### src/rtl/rv64g_l1_refill_responder_pkg.sv
// Purpose: shared TileLink codes, line geometry and FSM state type for the L1 refill responder.
// Latency: n/a (declarations only).
// Backpressure: n/a (declarations only).
package rv64g_l1_refill_responder_pkg;

    // Line geometry: one 64 B line moves as eight 8 B beats.
    localparam int LINE_BYTES     = 64;
    localparam int BEAT_BYTES     = 8;
    localparam int BEATS_PER_LINE = LINE_BYTES / BEAT_BYTES;
    localparam int LINE_OFF_W     = 6;

    // TileLink channel A / D opcodes.
    localparam logic [2:0] TL_A_ACQUIRE_BLOCK = 3'd6;
    localparam logic [2:0] TL_D_GRANT         = 3'd4;
    localparam logic [2:0] TL_D_GRANT_DATA    = 3'd5;

    // Grow codes carried in a_param, cap codes carried in d_param.
    localparam logic [2:0] TL_GROW_NTOB = 3'd0;
    localparam logic [2:0] TL_GROW_NTOT = 3'd1;
    localparam logic [1:0] TL_CAP_TOT   = 2'd0;
    localparam logic [1:0] TL_CAP_TOB   = 2'd1;

    // a_size is log2 of the transfer size in bytes.
    localparam logic [3:0] TL_SIZE_LINE = 4'(LINE_OFF_W);

    typedef enum logic [2:0] {
        ST_IDLE,
        ST_ACQ,
        ST_DATA,
        ST_ACK,
        ST_DONE
    } state_e;

endpackage

### src/rtl/rv64g_l1_refill_responder.sv
// Purpose: accepts one line-refill request, runs a TileLink AcquireBlock/GrantData/GrantAck exchange,
//          and streams each granted beat into the L1 data-array fill port.
// Latency: req@N -> A@N+1 -> beats@N+2..N+9 -> E@N+10 -> done@N+11 when all handshakes are ready.
// Backpressure: A and E hold until ready; d_ready_o is high only while collecting beats.
//
// Ports:
//   clk_i, rst_ni                  clock, async active-low reset
//   refill_req_i/addr_i            request pulse + byte address (sampled only when idle)
//   refill_done_o/err_o            one-cycle completion pulse and its error flag
//   a_*                            TileLink channel A (AcquireBlock) master side
//   d_*                            TileLink channel D (Grant/GrantData) slave side
//   e_*                            TileLink channel E (GrantAck) master side
//   fill_*                         data-array write port: one beat per fill_we_o, commit on last beat
module rv64g_l1_refill_responder
    import rv64g_l1_refill_responder_pkg::*;
#(
    parameter int         TAG_W     = 53,
    parameter int         INDEX_W   = 5,
    parameter int         SOURCE_W  = 4,
    parameter int         SINK_W    = 4,
    parameter int         SOURCE_ID = 0,
    parameter logic [2:0] ACQ_PARAM = TL_GROW_NTOT
) (
    input  logic                clk_i,
    input  logic                rst_ni,

    input  logic                refill_req_i,
    input  logic [63:0]         refill_addr_i,
    output logic                refill_done_o,
    output logic                refill_err_o,

    output logic                a_valid_o,
    input  logic                a_ready_i,
    output logic [2:0]          a_opcode_o,
    output logic [2:0]          a_param_o,
    output logic [3:0]          a_size_o,
    output logic [SOURCE_W-1:0] a_source_o,
    output logic [63:0]         a_address_o,

    input  logic                d_valid_i,
    output logic                d_ready_o,
    input  logic [2:0]          d_opcode_i,
    input  logic [1:0]          d_param_i,
    input  logic [SINK_W-1:0]   d_sink_i,
    input  logic                d_denied_i,
    input  logic                d_corrupt_i,
    input  logic [63:0]         d_data_i,

    output logic                e_valid_o,
    input  logic                e_ready_i,
    output logic [SINK_W-1:0]   e_sink_o,

    output logic                fill_we_o,
    output logic [INDEX_W-1:0]  fill_index_o,
    output logic [TAG_W-1:0]    fill_tag_o,
    output logic [2:0]          fill_beat_o,
    output logic [63:0]         fill_data_o,
    output logic                fill_commit_o,
    output logic                fill_perm_o
);

    localparam int LINE_W = 64 - LINE_OFF_W;
    localparam logic [SOURCE_W-1:0] SRC_ID = SOURCE_W'(SOURCE_ID);

    state_e              state_q, state_d;
    logic [LINE_W-1:0]   line_q;
    logic [2:0]          beat_q;
    logic                err_q;
    logic                perm_q;
    logic [SINK_W-1:0]   sink_q;

    logic                beat_fire;
    logic                first_beat;
    logic                last_beat;
    logic                err_next;

    // Byte offset within the line is irrelevant: the whole line is always fetched.
    logic                unused_addr_off;
    assign unused_addr_off = ^refill_addr_i[LINE_OFF_W-1:0];

    assign beat_fire  = (state_q == ST_DATA) && d_valid_i;
    // The counter only leaves 0 once a beat is taken, so 0 in DATA identifies the first beat.
    assign first_beat = (beat_q == 3'd0);
    // A dataless Grant is a complete response in one beat; anything else counts as a data beat.
    assign last_beat  = (d_opcode_i == TL_D_GRANT) || (beat_q == 3'(BEATS_PER_LINE - 1));
    // A dataless Grant still ends in error: this responder only ever asks for data.
    assign err_next   = err_q | d_denied_i | d_corrupt_i | (d_opcode_i != TL_D_GRANT_DATA);

    always_comb begin
        state_d       = state_q;
        refill_done_o = 1'b0;
        refill_err_o  = 1'b0;
        a_valid_o     = 1'b0;
        a_opcode_o    = 3'd0;
        a_param_o     = 3'd0;
        a_size_o      = 4'd0;
        a_source_o    = '0;
        a_address_o   = 64'd0;
        d_ready_o     = 1'b0;
        e_valid_o     = 1'b0;
        e_sink_o      = '0;
        fill_we_o     = 1'b0;
        fill_index_o  = '0;
        fill_tag_o    = '0;
        fill_beat_o   = 3'd0;
        fill_data_o   = 64'd0;
        fill_commit_o = 1'b0;
        fill_perm_o   = 1'b0;

        case (state_q)
            ST_IDLE: begin
                if (refill_req_i) begin
                    state_d = ST_ACQ;
                end
            end
            ST_ACQ: begin
                a_valid_o   = 1'b1;
                a_opcode_o  = TL_A_ACQUIRE_BLOCK;
                a_param_o   = ACQ_PARAM;
                a_size_o    = TL_SIZE_LINE;
                a_source_o  = SRC_ID;
                a_address_o = {line_q, {LINE_OFF_W{1'b0}}};
                if (a_ready_i) begin
                    state_d = ST_DATA;
                end
            end
            ST_DATA: begin
                d_ready_o    = 1'b1;
                fill_index_o = line_q[INDEX_W-1:0];
                fill_tag_o   = line_q[INDEX_W +: TAG_W];
                fill_beat_o  = beat_q;
                fill_data_o  = d_data_i;
                // On the first beat the cap is taken straight from D so the port is valid
                // before the latched copy exists.
                fill_perm_o  = first_beat ? (d_param_i == TL_CAP_TOT) : perm_q;
                if (d_valid_i) begin
                    fill_we_o = !d_denied_i;
                    if (last_beat) begin
                        fill_commit_o = !err_next;
                        state_d       = ST_ACK;
                    end
                end
            end
            ST_ACK: begin
                e_valid_o = 1'b1;
                e_sink_o  = sink_q;
                if (e_ready_i) begin
                    state_d = ST_DONE;
                end
            end
            ST_DONE: begin
                refill_done_o = 1'b1;
                refill_err_o  = err_q;
                state_d       = ST_IDLE;
            end
            default: begin
                state_d = ST_IDLE;
            end
        endcase
    end

    always_ff @(posedge clk_i or negedge rst_ni) begin
        if (!rst_ni) begin
            state_q <= ST_IDLE;
            line_q  <= '0;
            beat_q  <= 3'd0;
            err_q   <= 1'b0;
            perm_q  <= 1'b0;
            sink_q  <= '0;
        end else begin
            state_q <= state_d;
            if ((state_q == ST_IDLE) && refill_req_i) begin
                line_q <= refill_addr_i[63:LINE_OFF_W];
                beat_q <= 3'd0;
                err_q  <= 1'b0;
            end
            if (beat_fire) begin
                beat_q <= beat_q + 3'd1;
                err_q  <= err_next;
                if (first_beat) begin
                    sink_q <= d_sink_i;
                    perm_q <= (d_param_i == TL_CAP_TOT);
                end
            end
        end
    end

endmodule

### config.mk
export PLATFORM = sky130hd
export DESIGN_NAME = rv64g_l1_refill_responder
export DESIGN_NICKNAME = d
export VERILOG_FILES = /design/src/rtl/rv64g_l1_refill_responder_pkg.sv /design/src/rtl/rv64g_l1_refill_responder.sv
export SDC_FILE = /design/constraint.sdc
export NUM_CORES = 1
export LEC_CHECK = 0
export BUFFER_PORTS_ARGS = -buffer_cell sky130_fd_sc_hd__buf_4
export CAP_MARGIN = 10
export CORE_AREA = 3 3 139 141
export DETAILED_ROUTE_END_ITERATION = 6
export DIE_AREA = 0 0 142 144
export PLACE_DENSITY = 0.64
export SETUP_SLACK_MARGIN = 0.4
export SLEW_MARGIN = 20
export SYNTH_ARGS = -nofsm -noshare
export SYNTH_HDL_FRONTEND = slang
export SYNTH_SLANG_ARGS = --single-unit
### constraint.sdc
create_clock -name clk_i -period 3.1 [get_ports clk_i]
set_input_delay 0 -clock clk_i [delete_from_list [all_inputs] [get_ports clk_i]]
set_output_delay 0 -clock clk_i [all_outputs]
set_load 0.1 [all_outputs]
==> metrics.yaml, run 1 <==
worst_setup_path:
  crit_path_end: "fill_data_o[24]"
  cp-start-kind: "flop"
  crit_fanout: 71
  arrival_ps: 2240
  critPathRequiredTime_ps: 3100
  reg2reg_to: "line_q[38]"
  r2r_slack_ps: 1240
  r2r_start: "state_q[0]"
  reg2regPathDepth: 3
  cp-end-kind: "output port"
  critPathKind: "reg2out"
  crit_path_start: "state_q[1]"
cts:
  cts.sinks: 70
  cts_tree: "done"
  cts-root-buf: "clkbuf_16"
  clk_pin_slew_ps: 60
  htreeDepth: 3
  cts-buffers-inserted: 9
  cts_resized: 0
  cts_buffer_depth: 2
  clk_latency_ps: 330
final_layout:
  seq_area_mm2: 0.00175
  fill_cells: 1741
  final_core_util_pct: 43.2
  multi_input_area_mm2: 0.00223
  fin_nets: 940
  stdcell_count: 1026
  area_growth_pct: 85.9
  drive_above_1_share_pct: 53.8
  antenna-diode-count: 0
global_route:
  grt-busiest-layer: "met2"
  grtUsageMet2_pct: 29.8
  grt_usage_pct: 15.3
  grt_pass1_vias: 4450
  antenna_found_initial: 0
  overflow: 0
  grt_first_pass_wirelength_um: 24200
  grt_start_max_net_pins: 72
  grt.met3_usage_pct: 5.39
  met1_usage_pct: 15.7
synthesis:
  synthArstFlopShare_pct: 100
  synth.avg_cell_area_um2: 10.3
  netlist_instances: 406
  synthesis.area_mm2: 0.00420
  synth_area_leaders: "dfrtp_1 (42%), and2_1 (28%), mux2_2 (17%)"
  ys_warn_count: 0
  synth_cell_types: 28
  synth_commonest_cells: "and2_1 (189), dfrtp_1 (70), mux2_2 (64)"
  synth_edf_count: 0
  seq_area_frac_synth_pct: 41.7
  synthMostInstantiatedCell: "and2_1"
  ys_seq_elements: 70
  synthFlopType: "dfrtp_1"
  synth_top_cell_area_share_pct: 41.7
  yosysTopAreaCell: "dfrtp_1"
sta:
  setup_tns_ps: 0
  setup_viol: 0
  clock.fmax_ghz: 0.446
  max-slew-margin-rel_pct: 36.6
  skew_ps: 4.81
  finalMaxSlewViolations: 0
  setup_ws_ps: 859
  rsz0062_at_grt: "false"
  fin_crit_sh_pct: 72.3
  worstMarginPinSlew_ps: 952
  hold_violations: 0
  fin_crit_ps: 2240
routing:
  wire_per_inst_um: 16.0
  drc_errors: 0
  drtIter0Drc: 81
  post_drt_via_cell_ratio: 4.15
  via_count: 4256
  routed_wl_um: 16500
  postRouteAntennaNets: 0
  drt_pass1_iterations: 4
placed_design:
  gp_congestion: 0.776
  hpwl_um: 12200
  dp.cells: 946
  port_buffers: 338
  post-place-ws_ps: 1170
die:
  design.core.area_mm2: 0.0181
  die_x_um: 142
  rows: 49
  die_area_mm2: 0.0204
  initial_core_util_pct: 23.2
  ios: 360
  die_h_um: 144
worst_hold_path:
  min_path_type: "in2reg"
job:
  maxCapViolCount: 0
status:
  status: "complete, no violations"
==> worst min-delay path by stage <==
stage | startpoint | to | slack (ps) | cells past startpoint
after floorplan | rst_ni | beat_q[0] | -300 | 0
after global placement | rst_ni | line_q[40] | 210 | 1
after detailed placement | rst_ni | line_q[40] | 210 | 1
after CTS | d_corrupt_i | err_q | 20 | 4
after global routing | d_opcode_i[0] | err_q | 40 | 3
final | a_ready_i | state_q[1] | 50 | 4
==> worst max-delay path, stage by stage (launching register included) <==
cell and delay, ps:
dfrtp_1 620, nor3b_4 270, buf_4 470, and2_1 240
buf_4 300
==> flip-flops by register name (all words and copies together) (netlist names) <==
register	flops
state_q	3
err_q	1
sink_q	4
perm_q	1
line_q	58
beat_q	3
==> stage by stage <==
step	cell area [um2]	hold WS, ps
after floorplan	4270	-296
after global placement	6870	205
after detailed placement	6870	213
after CTS	7810	22.8
after global routing	7810	38.0
final	7810	45.5
==> placed cells by master (no fill, tap or decap), types with 2 or more instances in the layout <==
cell	instances
buf_4	345
and2_1	189
dfrtp_1	70
mux2_2	64
dlygate4sd3_1	64
conb_1	15
clkbuf_16	9
nor2_1	4
inv_1	3
nor2b_1	3
a22o_1	3
nand2_1	3
ha_1	3
clkinv_2	3
nor3b_4	2
mux2i_1	2
==> what timing repair did <==
item	in CTS	in global routing
endpoints found under the hold margin	134	0
buffers inserted	0	0
hold buffers	64	0
==> final cells by class <==
cell class / count / share of cell area [%]
inverters: 3 / 0.144
clock buffers: 10 / 3.06
clock inverters: 6 / 0.785
multi-input cells: 299 / 28.6
well taps: 229 / 3.67
flip-flops and latches: 70 / 22.4
repair buffers: 409 / 41.4
==> cells by family (layout without fill, tap and decap cells) <==
logic type	after synthesis	count (layout)	synth area share, %
buffers and inverters	51	428	6.88
DFF	70	70	41.7
other	1	15	0.0893
AOI/OAI and AO/OA	6	6	1.01
muxes	66	66	17.6
adders and majority gates	3	3	0.893
and+or+nand+nor	209	209	31.8
==> routing by layer <==
metal | routed length, um | vias to the layer above
li1 | - | 2028
met1 | 5820 | 2025
met2 | 9170 | 195
met3 | 1360 | 8
met4 | 103 | 0
met5 | 0 | -
Power of run 1 is left out: the tool's default activity adds up to more than one toggle a clock period on the data nets, which glitch-free logic cannot reach.
==> inputs of run 2 (changes only) <==
Settings changed: PLACE_DENSITY 0.64 to 0.66.
Clock period 3.1 ns to 1.9 ns, I/O delays scaled along.
==> run 2 against run 1 <==
  * Count of clock-buffer cells in the layout rose by 2
  * Critical path depth unchanged
  * Flip-flop and latch count unchanged
  * Wire length up 21%
  * Via count is 6.9% higher
  * Final cell count increased by 2.2%
  * Sequential share of layout area fell by 5.0 points
  * Register-to-register slack worse by 1200 ps
  * Hold slack gained 4.5 ps
  * Highest routed layer unchanged
==> metrics.yaml, run 2 (same netlist as run 1, synthesis figures left out) <==
status:
  status: "complete, no violations"
final_layout:
  multi_input_area_mm2: 0.00277  # +24%
  final_cell_mix: "buf_4 (171), and2_4 (149), buf_8 (73)"
  largest_register_ffs: 58  # unchanged
  reg_top3: "line_q x58, sink_q x4"
  drive_above_1_share_pct: 79.2  # +25 points
  fill_cells: 1400  # -20%
  area_growth_pct: 139
  final_common_cell: "buf_4"
  regMostFlops: "line_q"
  fin_nets: 962  # +2.3%
  seq_area_mm2: 0.00176  # +0.21%
global_route:
  overflow: 0  # unchanged
  grt_pass1_vias: 4573  # +2.8%
  grt_usage_pct: 16.7  # +1.4 points
  antenna_found_initial: 1  # +1
  grt_start_max_net_pins: 39  # -46%
  grt_first_pass_wirelength_um: 26200  # +8.0%
sta:
  clock.fmax_ghz: 0.548
  skew_ps: 3.26  # -1.55 ps
  worstMarginPinSlew_ps: 511  # -441 ps
  max-slew-margin-rel_pct: 65.9  # +29 points
  hold_violations: 0  # unchanged
  rsz0062_at_grt: "true"
  fin_crit_ps: 1820
  fin_crit_sh_pct: 96.0
  setup_tns_ps: 0  # unchanged
  finalMaxSlewViolations: 0  # unchanged
  setup_viol: 0  # unchanged
cts:
  cts_buffer_depth: 2  # unchanged
  cts-root-buf: "clkbuf_16"
  cts.sinks: 70  # unchanged
  cts-buffers-inserted: 9  # unchanged
  clk_latency_ps: 330  # about the same
  clk_pin_slew_ps: 60  # about the same
  cts_tree: "done"
  htreeDepth: 3  # unchanged
routing:
  postRouteAntennaNets: 0  # unchanged
  routed_wl_um: 20000  # +21%
  drt_pass1_iterations: 4  # unchanged
  drtIter0Drc: 69  # -15%
  post_drt_via_cell_ratio: 4.34  # +4.6%
  via_count: 4550  # +6.9%
  drc_errors: 0  # unchanged
  wire_per_inst_um: 19.0  # +19%
worst_setup_path:
  arrival_ps: 2040  # -200 ps
  critPathRequiredTime_ps: 2110  # -990 ps
  critPathMaxStageDelay_ps: 460  # -160 ps
  critPathKind: "reg2reg"
  cp-start-kind: "flop"
  worstPathCellList: "buf_12 > nor4b_4 > buf_12 > mux2_2"
  critPathSlowestCell: "dfrtp_2"
  cp-end-kind: "flop"
  crit_fanout: 35  # -51%
  cpMostUsedCell: "buf_12"
placed_design:
  port_buffers: 338  # unchanged
  hpwl_um: 13200  # +7.7%
  gp_congestion: 0.834  # +7.5%
die:
  die_area_mm2: 0.0204  # unchanged
  ios: 360  # unchanged
  die_h_um: 144  # unchanged
  design.core.area_mm2: 0.0181  # unchanged
  initial_core_util_pct: 23.2  # unchanged
  rows: 49  # unchanged
  die_x_um: 142  # unchanged
job:
  maxCapViolCount: 0  # unchanged
worst_hold_path:
  min_path_type: "in2reg"
-- run 2: cell types whose count changed in the layout (fill, tap and decap cells not counted), moves of 18 or more --
cell | previous run | this run
mux2_4 | 0 | 18
and2_2 | 0 | 39
and2_4 | 0 | 149
buf_8 | 0 | 73
mux2_2 | 64 | 46
buf_12 | 0 | 55
and2_1 | 189 | 1
buf_4 | 345 | 171
buf_6 | 0 | 65
-- run 2: area by class of cell --
type,count,area share (%)
timing repair buffer,431,49.0
multi-input combinational,299,27.5
sequential,70,17.5
tap,229,2.85
clock buffer,12,2.55
clock inverter,4,0.448
inverter,3,0.112
antenna,1,0.0249
-- run 2: worst paths after layout --
check,start,slack [ps],to,cells past startpoint
worst max-delay path,state_q[2],80,line_q[29],4
worst min-delay path,a_ready_i,50,state_q[1],4
max in group asynchronous,rst_ni,1100,line_q[40],3
min in group asynchronous,rst_ni,200,sink_q[1],2
worst max register to register,state_q[2],80,line_q[29],4
worst min register to register,sink_q[3],500,sink_q[3],1
-- run 2: metrics by stage --
step,utilization [%],setup slack (ps),hold WS (ps),instance area (um2),std cells
2_1_floorplan,-,95.3,-296,4890,420
3_3_place_gp,42.0,217,8.92,7590,955
3_5_place_dp,42.0,203,5.07,7590,955
4_1_cts,50.1,34.3,42.1,9070,1037
5_1_grt,55.6,30.2,49.4,10100,1049
6_report,55.6,76.3,50.0,10100,1049
-- run 2: routing by layer --
layer | GRT usage (%) | share of wire (%) | vias up
met5 | 0 | 0 | -
met4 | 5.40 | 3.1 | 0
met3 | 4.99 | 6.8 | 35
met2 | 31.9 | 55 | 212
met1 | 17.3 | 35 | 2220
li1 | - | - | 2083
-- run 2: worst max-delay path, delay by kind of cell, from the launching register on --
family                 cells  cell delay, ps
buffers and inverters      2             410
and+or+nand+nor            1             410
muxes                      1             380
DFF                        1             460
-- run 2: timing repair --
action,CTS,global route
gates cloned,0,3
setup buffers,2,8
hold buffers,64,0
endpoints found under the hold margin,99,0
gates resized for setup,138,208
endpoints found under the setup margin,267,267
pin swaps,0,3
Power of run 2 is left out for the same reason.
==> inputs of run 3 (changes only) <==
Settings changed: ABC_CLOCK_PERIOD_IN_PS set to 2100, PLACE_DENSITY 0.66 to 0.64.
Clock period 1.9 ns to 2.1 ns, I/O delays scaled along.
==> run 3 against run 2 <==
  * Hold slack hardly changed
  * Critical endpoint is now line_q[56]
  * Flip-flop and latch count stayed put
  * Non-clock buffer count is 18 higher
  * Global-route usage is 0.74 points higher
  * Final cell count is 1.6% higher
  * Maximum frequency is 0.14% higher
==> metrics.yaml, run 3 (same netlist as run 1, synthesis figures left out) <==
status:
  status: "complete, no violations"
placed_design:
  gp_congestion: 0.780  # -6.4%
  port_buffers: 338  # unchanged
  hpwl_um: 11500  # -13%
  dp.cells: 947  # -0.84%
sta:
  fin_crit_sh_pct: 86.7  # -9.3 points
  setup_tns_ps: 0  # unchanged
  skew_ps: 6.14  # +2.88 ps
  fin_crit_ps: 1820  # -2.61 ps
  setup_viol: 0  # unchanged
  hold-worst-slack_ps: 49.8  # -0.119 ps
  rsz0062_at_grt: "true"
  clock.fmax_ghz: 0.549  # +0.14%
  hold_violations: 0  # unchanged
  finalMaxSlewViolations: 0  # unchanged
global_route:
  grt-busiest-layer: "met2"
  grtUsageMet2_pct: 31.8  # -0.050 points
  grt_start_max_net_pins: 49  # +26%
  grt_usage_pct: 17.4  # +0.74 points
  grt.met3_usage_pct: 5.22  # +0.23 points
  antenna_found_initial: 0  # -1
  met1_usage_pct: 19.6  # +2.2 points
  grt_pass1_vias: 4886  # +6.8%
  overflow: 0  # unchanged
  grt_first_pass_wirelength_um: 27700  # +5.8%
cts:
  cts-buffers-inserted: 9  # unchanged
  cts_tree: "done"
  cts_buffer_depth: 2  # unchanged
  cts.sinks: 70  # unchanged
  clk_latency_ps: 340  # about the same
  clk_pin_slew_ps: 60  # about the same
  cts-root-buf: "clkbuf_16"
  htreeDepth: 3  # unchanged
worst_setup_path:
  reg2regPathDepth: 5  # +1
  critPathKind: "reg2reg"
  worstPathCellList: "buf_4 > nor4b_4 > buf_6 > clkbuf_16 > mux2_2"
  crit_path_start: "state_q[0]"
  cp-end-kind: "flop"
  critPathMaxStageDelay_ps: 440  # -20 ps
  critPathRequiredTime_ps: 2310  # +200 ps
  arrival_ps: 2030  # about the same
  cp-start-kind: "flop"
  r2r_slack_ps: 280  # +200 ps
  critPathBufInv: 3  # +1
  reg2reg_to: "line_q[56]"
  crit_fanout: 16  # -54%
  r2r_start: "state_q[0]"
  critPathTopFamily: "buffers and inverters"
  critPathSlowestCell: "dfrtp_2"
final_layout:
  reg_top3: "line_q x58, sink_q x4"
  largest_register_ffs: 58  # unchanged
  fin_nets: 980  # +1.9%
  antenna-diode-count: 0  # -1
  area_growth_pct: 172
  stdcell_count: 1066  # +1.6%
  drive_above_1_share_pct: 79.6  # +0.33 points
  final_common_cell: "buf_12"
  regMostFlops: "line_q"
  final_cell_mix: "buf_12 (194), buf_4 (150), and2_4 (119)"
worst_hold_path:
  hold_path_depth: 4  # unchanged
  min_path_type: "in2reg"
  hold_start: "a_ready_i"
  hold_end: "state_q[1]"
die:
  rows: 49  # unchanged
  die_x_um: 142  # unchanged
  initial_core_util_pct: 23.2  # unchanged
  ios: 360  # unchanged
  die_h_um: 144  # unchanged
  die_area_mm2: 0.0204  # unchanged
  design.core.area_mm2: 0.0181  # unchanged
routing:
  via_count: 4731  # +4.0%
  drtIter0Drc: 124  # +80%
  routed_wl_um: 22700  # +14%
  wire_per_inst_um: 21.3  # +12%
  drc_errors: 0  # unchanged
  drt_pass1_iterations: 4  # unchanged
  post_drt_via_cell_ratio: 4.44  # +2.3%
  postRouteAntennaNets: 0  # unchanged
job:
  maxCapViolCount: 0  # unchanged
==> run 3: cell count changes in the layout (fill, tap and decap cells not counted), sizes merged <==
cell    previous run  this run
buf              364       374
clkbuf            15        22
bufinv             1         2
diode              1         0
==> run 3: worst max-delay path by stage <==
stage,end,depth (start not counted)
after floorplan,refill_err_o,3
after global routing,a_address_o[6],6
after global placement,fill_data_o[12],4
after CTS,a_address_o[50],4
final,line_q[56],5
after detailed placement,fill_data_o[12],4
==> run 3: repair_timing <==
action                                  CTS  global route
resized for setup                       372           296
setup buffers                            10             9
cloned                                    4            16
pin swaps                                 3            17
hold buffers                             64             0
hold endpoints to repair                 97             0
endpoints found under the setup margin  261           265
==> run 3: area by class of cell <==
| cell class | instances | area, um2 |
|---|---|---|
| repair buffers | 449 | 6380 |
| well taps | 229 | 287 |
| multi-input cells | 299 | 2650 |
| inverters | 3 | 11.3 |
| clock buffers | 11 | 243 |
| fillers | 1242 | 6680 |
| flip-flops and latches | 70 | 1760 |
| clock inverters | 5 | 82.6 |
==> run 3: stage by stage <==
step | cell area [um2] | util (%) | setup WS, ps
6_report | 11400 | 63.1 | 279
3_5_place_dp | 7280 | 40.2 | 322
4_1_cts | 9930 | 54.9 | 263
5_1_grt | 11400 | 63.1 | 192
2_1_floorplan | 4600 | - | 242
3_3_place_gp | 7280 | 40.2 | 333
==> run 3: tightest hold or removal path, stage by stage <==
cell	delay [ps]
buf_4	80
and3b_1	150
a21oi_1	40
nor2_1	70
==> run 3: metal layers <==
| layer | wire length [um] | share of wire, % |
|---|---|---|
| met5 | 0 | 0 |
| met4 | 466 | 2.1 |
| met3 | 1370 | 6.0 |
| met2 | 12600 | 55 |
| met1 | 8310 | 37 |
Power of run 3 is left out for the same reason.
